===== config.mk =====
export PLATFORM = sky130hd
export DESIGN_NAME = serial_subtractor
export DESIGN_NICKNAME = d
export VERILOG_FILES = /design/src/rtl/serial_subtractor.sv
export SDC_FILE = /design/constraint.sdc
export NUM_CORES = 1
export LEC_CHECK = 0
export ABC_AREA = 0
export BUFFER_PORTS_ARGS = -buffer_cell sky130_fd_sc_hd__buf_2
export CAP_MARGIN = 20
export CORE_ASPECT_RATIO = 1.1
export CORE_MARGIN = 5
export CORE_UTILIZATION = 50
export DETAILED_ROUTE_END_ITERATION = 8
export GPL_ROUTABILITY_DRIVEN = 0
export PLACE_DENSITY = 0.75
export SLEW_MARGIN = 40
export SYNTH_ARGS = -nofsm -noshare
export SYNTH_HDL_FRONTEND = slang
export SYNTH_SLANG_ARGS = --single-unit

===== constraint.sdc =====
create_clock -name clk -period 1.5 [get_ports clk]
set_input_delay 0.15 -clock clk [delete_from_list [all_inputs] [get_ports clk]]
set_output_delay 0.15 -clock clk [all_outputs]
set_load 0.02 [all_outputs]

===== src/rtl/serial_subtractor.sv =====
// Bit-serial WIDTH-bit subtractor: resolves (a - b - bin) one bit per clock, LSB first, over valid/ready handshakes.
// Optional signed-overflow flag enabled with `define SERIAL_SUB_OVF_EN (ovf reads 0 otherwise).
module serial_subtractor #(
    parameter int WIDTH = 4
) (
    input  logic             clk,
    input  logic             rst_n,
    input  logic             in_valid,
    output logic             in_ready,
    input  logic [WIDTH-1:0] a,
    input  logic [WIDTH-1:0] b,
    input  logic             bin,
    output logic             out_valid,
    input  logic             out_ready,
    output logic [WIDTH-1:0] diff,
    output logic             bout,
    output logic             busy,
    output logic             ovf
);

    localparam int CW = (WIDTH > 1) ? $clog2(WIDTH) : 1;

    typedef enum logic [1:0] {
        S_IDLE,
        S_RUN,
        S_DONE
    } state_t;

    state_t           state_q, state_d;
    logic [CW-1:0]    cnt_q, cnt_d;
    logic [WIDTH-1:0] a_q, a_d;
    logic [WIDTH-1:0] b_q, b_d;
    logic [WIDTH-1:0] res_q, res_d;
    logic             borrow_q, borrow_d;
    logic [WIDTH-1:0] diff_q, diff_d;
    logic             bout_q, bout_d;
    logic             d_bit;
    logic             borrow_nxt;
    logic             last_bit;

    function automatic logic sub_diff(input logic ai, input logic bi, input logic br);
        return ai ^ bi ^ br;
    endfunction

    function automatic logic sub_borrow(input logic ai, input logic bi, input logic br);
        return (~ai & bi) | (~(ai ^ bi) & br);
    endfunction

    assign d_bit      = sub_diff(a_q[0], b_q[0], borrow_q);
    assign borrow_nxt = sub_borrow(a_q[0], b_q[0], borrow_q);
    assign last_bit   = (cnt_q == CW'(WIDTH - 1));

`ifdef SERIAL_SUB_OVF_EN
    logic ovf_q, ovf_d;
`endif

    always_comb begin
        state_d  = state_q;
        cnt_d    = cnt_q;
        a_d      = a_q;
        b_d      = b_q;
        res_d    = res_q;
        borrow_d = borrow_q;
        diff_d   = diff_q;
        bout_d   = bout_q;
`ifdef SERIAL_SUB_OVF_EN
        ovf_d    = ovf_q;
`endif
        case (state_q)
            S_IDLE: begin
                if (in_valid) begin
                    a_d      = a;
                    b_d      = b;
                    borrow_d = bin;
                    cnt_d    = '0;
                    state_d  = S_RUN;
                end
            end
            S_RUN: begin
                // Operands shift right so bit i is always at position 0.
                a_d      = a_q >> 1;
                b_d      = b_q >> 1;
                res_d    = {d_bit, res_q[WIDTH-1:1]};
                borrow_d = borrow_nxt;
                cnt_d    = cnt_q + CW'(1);
                if (last_bit) begin
                    state_d = S_DONE;
                    diff_d  = {d_bit, res_q[WIDTH-1:1]};
                    bout_d  = borrow_nxt;
`ifdef SERIAL_SUB_OVF_EN
                    // On the last bit a_q[0]/b_q[0] are the operand sign bits and d_bit is the result sign.
                    ovf_d   = (a_q[0] != b_q[0]) && (d_bit != a_q[0]);
`endif
                end
            end
            S_DONE: begin
                if (out_ready) begin
                    state_d = S_IDLE;
                end
            end
            default: state_d = S_IDLE;
        endcase
    end

    always_ff @(posedge clk) begin
        if (!rst_n) begin
            state_q <= S_IDLE;
            cnt_q   <= '0;
            diff_q  <= '0;
            bout_q  <= 1'b0;
`ifdef SERIAL_SUB_OVF_EN
            ovf_q   <= 1'b0;
`endif
        end else begin
            state_q <= state_d;
            cnt_q   <= cnt_d;
            diff_q  <= diff_d;
            bout_q  <= bout_d;
`ifdef SERIAL_SUB_OVF_EN
            ovf_q   <= ovf_d;
`endif
        end
    end

    // Working registers are always loaded on acceptance before use, so they carry no reset.
    always_ff @(posedge clk) begin
        a_q      <= a_d;
        b_q      <= b_d;
        res_q    <= res_d;
        borrow_q <= borrow_d;
    end

    assign in_ready  = (state_q == S_IDLE);
    assign out_valid = (state_q == S_DONE);
    assign busy      = (state_q != S_IDLE);
    assign diff      = diff_q;
    assign bout      = bout_q;
`ifdef SERIAL_SUB_OVF_EN
    assign ovf       = ovf_q;
`else
    assign ovf       = 1'b0;
`endif

endmodule


-- Word level (Yosys, flattened, before mapping)
Cells that the tools add are included.
- register bits after elaboration: 22
- output and inout bits: 9
- logic and storage cells: 40
- $add $sub $neg: 1
- equality and inequality tests: 6
- muxes and demuxes: 12
- bitwise operators: 7
- reduce and logical (&&, ||, !) cells: 6
- operator list (operator ; number):
    $pmux 4 s2 ; 2
    $mux 2 ; 4
    $mux 4 ; 2
    $pmux 2 s3 ; 1
    $eq 2x2->1 const B ; 2
    $ne 2x2->1 const B ; 2
    $pmux 2 s2 ; 1
    $reduce_and 2->1 ; 2
    $reduce_bool 2->1 ; 2
    $reduce_and 3->1 ; 1
    $add 2x1->2 const B ; 1
    $and 1x1->1 ; 2
    $eq 2x1->1 const B ; 1
    $logic_not 2->1 ; 1
    $ne 2x1->1 const B ; 1
    $not 1->1 ; 2
    $pmux 1 s2 ; 1
    $xor 1x1->1 ; 2
    $mux 1 ; 1
    $or 1x1->1 ; 1

-- Logic depth before layout (Yosys ltp)
- word-level depth: 5
- mapped depth: 4
- depth with buffers taken out: 4

-- Worst setup path after synthesis
No wires, ideal clock.
- path kind: flip-flop to flip-flop
- from: register state_q[0]
- to: register a_q[0], data pin
- setup time: 0.260 ns
- arrival time: 0.958 ns
- data required time: 1.240 ns
- slack: 0.282 ns
- stages on the path, launching flop included: 4
- cells stage by stage: dfxtp_1 > nand2b_4 > inv_4 > mux2_4
- longest elaborated chain between the ends: 2
- elaborated cells on any way between the ends: 3
- those cells by class: eq/ne (1); mux (1); reduce/logical (1)
- ends and longest elaborated chain (element ; line ; RTL):
    start: declaration ; 29 ; state_t state_q, state_d;
    start signal: assignment ; 115 ; state_q <= state_d;
    $eq 2x1->1 / $logic_not 2->1 (equally long branches) ; 69 ; case (state_q)
    $pmux 4 s2 (*) ; 69 ;
    net a_d[0] ; 31 ; logic [WIDTH-1:0] a_q, a_d;
    end signal: assignment ; 127 ; a_q <= a_d;
    end: declaration ; 31 ;
Mark *: on every way through the listed nets, which the timed path passes. The rest lies on a longest branch.
A chain may end at the register's enable or synchronous reset.

-- Worst setup path in the final report
- from: register state_q[0]
- to: output port in_ready
- longest elaborated chain between the ends: 1
- ends and longest elaborated chain (element ; line ; RTL):
    $logic_not 2->1 ; 133 ; assign in_ready = (state_q == S_IDLE);
    end: declaration ; 9 ; output logic in_ready,
No other way between the ends.

==> summary.md <==
| Metric | Value |
|---|---|
| Status | completed |
| Chip height | 55.5 um |
| Fin. Hold Viols | 0 |
| Clock Path Buffers | 2 |
| CP delay by family, top | flip-flops |
| Layout Nets | 109 |
| Min Tclk post-route | 1.38 ns |
| Worst VDD drop | between 0.0007 and 0.0008 V |
| Leading cell types in the layout, fill and taps excluded | buf_2, edfxtp_1, nand2_1, dfxtp_1, mux2_4 |
| RSZ-0062 raised after global routing | false |
| Critical path class | flop to output port |
| Aggregate global routing overflow | 0 |
| Syn Nets | 87 |
| Hpwl dp | around 1.1 mm |
| Primary FF master, synth | edfxtp_1 |
| Layout fillers | 148 |
| Worst reg2reg setup slack | about 0.17 ns |
| Pwr Density | about 1000 nW/um2 |
| Core ar. | approximately 1800 um2 |
| CTS tree | yes |
| CP Max Fanout | 9 |
| Syn Area/Cell | 13.1 um2 |
| CTS buffer count | 3 |
| Placement-stage cell area | roughly 1000 um2 |
| Hold_buf cts | 0 |
| Post-synth EDFFs | 12 |
| Max frequency | between 700 and 800 MHz |
| Async SR Flop Fraction | 0% |
| Synthesized instance count | between 70 and 80 |
| Pint | 831 uW |
| Comb pwr share | 12.8% |
| Share of layout cells above drive strength 1 | 36.6% |
| Synth unique cells | 27 |
| DRT Pass-1 Iters | 2 |
| Clock power share | between 20% and 30% |
| Port Buffers | 20 |
| Vias in the first global route | 564 |
| Clock Pin Slew Worst Setup and Hold Paths | 0.12 ns |
| P_leak | ~0.48 nW |
| Flop pwr share | 62.7% |
| Register area | 541 um2 |
| Post_cts resized | 0 |
| Crit path cell chain | or2_2 > inv_1 > buf_2 |
| Antenna viol nets, final | 0 |
| Cell Area, Synth | 940 um2 |
| Max-Cap Viols | 0 |
| Fin util | ~60% |
| # diodes | 0 |
| Switching Power | roughly 250 uW |
| Worst EP arrival | approximately 1.2 ns |
| Initial antenna violation count | 0 |
| Syn. warnings | 0 |
| H-tree lvl count | 1 |
| Post-route design area | approximately 1100 um2 |
| Critical path buffers and inverters | 2 |
| Commonest non-fill, non-tap cell in the layout | buf_2 |
| Drt initial violations | 1 |
| Post-CTS setup repair buffer count | 0 |
| Min Hold Slack | ~0.11 ns |
| CP max-delay cell | dfxtp_1 |
| Final setup viols | 0 |
| Residual DRC | 0 |
| Sw frac | a little under a quarter |
| CTS sink cnt | 21 |
| Initial Util | roughly 53% |
| CP Launch Type | flop |
| Synth Register Bits | 21 |
| Slew Viols, Final | 0 |
| Vias per cell | around 5 |
| Largest net degree at the start of global routing | 16 |
| Critical Path RT | 1.35 ns |
| Routed wire length per instance | 13.3 um |
| Max Clock Skew | between 0.007 and 0.008 ns |
| Die width | a little over 50 um |
| Clock root buffer master | clkbuf_4 |
| GRT Overall Usage | 11.4% |
| Site row count | 16 |
| Die area | 2850 um2 |
| Crit end category | output port |
| First-pass GRT wire length | 2.43 mm |
| Top Ports | 22 |
| Setup_tns | 0 ns |
| Area occupied by multi-input gates | 354 um2 |
| Max incr delay on CP | 0.41 ns |
| Final wirelength | 1.47 mm |
| Sequential area share after synthesis | 57.5% |
| HP Class | input port to flop |
| Vias | 571 |
| Clk Latency, worst-skew pair | 0.30 ns |
| Area Overhead vs Synth | 13.4% |
| Final period util | 92.2% |
==> power groups by stage <==
stage | registers, mW | clock network, mW | logic [mW]
detailed placement | 0.694 | 0 | 0.142
floorplan | 0.688 | 0 | 0.104
global route | 0.686 | 0.307 | 0.154
finish | 0.681 | 0.265 | 0.139
global placement | 0.692 | 0 | 0.138
CTS | 0.682 | 0.274 | 0.142
==> cell type report <==
class / count / share of cell area [%]
Inverter: 5 / 2.00
Timing Repair Buffer: 20 / 9.39
Sequential cell: 21 / 50.7
Clock inverter: 1 / 0.469
Clock buffer: 3 / 2.11
Tap cell: 18 / 2.11
Multi-Input combinational cell: 43 / 33.2
==> logic make-up (layout without fill, tap and decap cells) <==
| kind of cell | count (synthesis) | count (layout) | synth area share (%) |
|---|---|---|---|
| adders and majority gates | 2 | 2 | 3.46 |
| DFF | 21 | 21 | 57.5 |
| and+or+nand+nor | 23 | 23 | 14.1 |
| muxes | 11 | 11 | 14.9 |
| buffers and inverters | 8 | 29 | 4.79 |
| AOI/OAI and AO/OA | 6 | 6 | 4.79 |
| other | 1 | 1 | 0.399 |
==> worst register-to-register path: stages (launching register included) <==
cell and delay (ns):
dfxtp_1 0.50, nand2b_4 0.13, inv_4 0.15, mux2_4 0.31
==> through the flow <==
step | power [mW] | worst slack, ns | cells
6_report | 1.09 | 0.117 | 111
5_1_grt | 1.15 | 0.0404 | 111
4_1_cts | 1.10 | 0.111 | 111
3_5_place_dp | 0.836 | 0.193 | 107
3_3_place_gp | 0.830 | 0.229 | 107
2_1_floorplan | 0.792 | 0.282 | 72
==> layer usage <==
| layer | share of wire (%) | up-vias | track usage, % |
|---|---|---|---|
| met1 | 43 | 266 | 13.9 |
| met3 | 5.5 | 2 | 3.49 |
| met2 | 51 | 14 | 18.0 |
| li1 | - | 289 | - |
| met5 | 0 | - | 0 |
| met4 | 0.48 | 0 | 5.62 |
==> sequential cells by signal, summed over array words and instances (netlist names) <==
name,flops
state_q,2
cnt_q,2
bout,1
res_q,3
borrow_q,1
a_q,4
b_q,4
diff,4
==> final timing paths <==
path,startpoint,end,depth (start not counted)
setup / recovery,state_q[0]$_SDFFE_PN0P_,in_ready,3
hold / removal,in_valid,state_q[0]$_SDFFE_PN0P_,3
setup reg to reg,state_q[0]$_SDFFE_PN0P_,a_q[0]$_DFFE_PP_,3
hold reg to reg,diff[2]$_SDFFE_PN0P_,diff[2]$_SDFFE_PN0P_,2
==> cells in the mapped netlist (all sizes together) (2+ instances only) <==
| cell type | number | area, um2 |
|---|---|---|
| inv | 5 | 21.3 |
| mux2i | 5 | 50.1 |
| buf | 3 | 23.8 |
| and2 | 2 | 12.5 |
| o22ai | 2 | 12.5 |
| nand2 | 11 | 41.3 |
| mux2 | 6 | 90.1 |
| nand2b | 4 | 32.5 |
| dfxtp | 9 | 180 |
| edfxtp | 12 | 360 |
(Power assumes the default switching activity.)
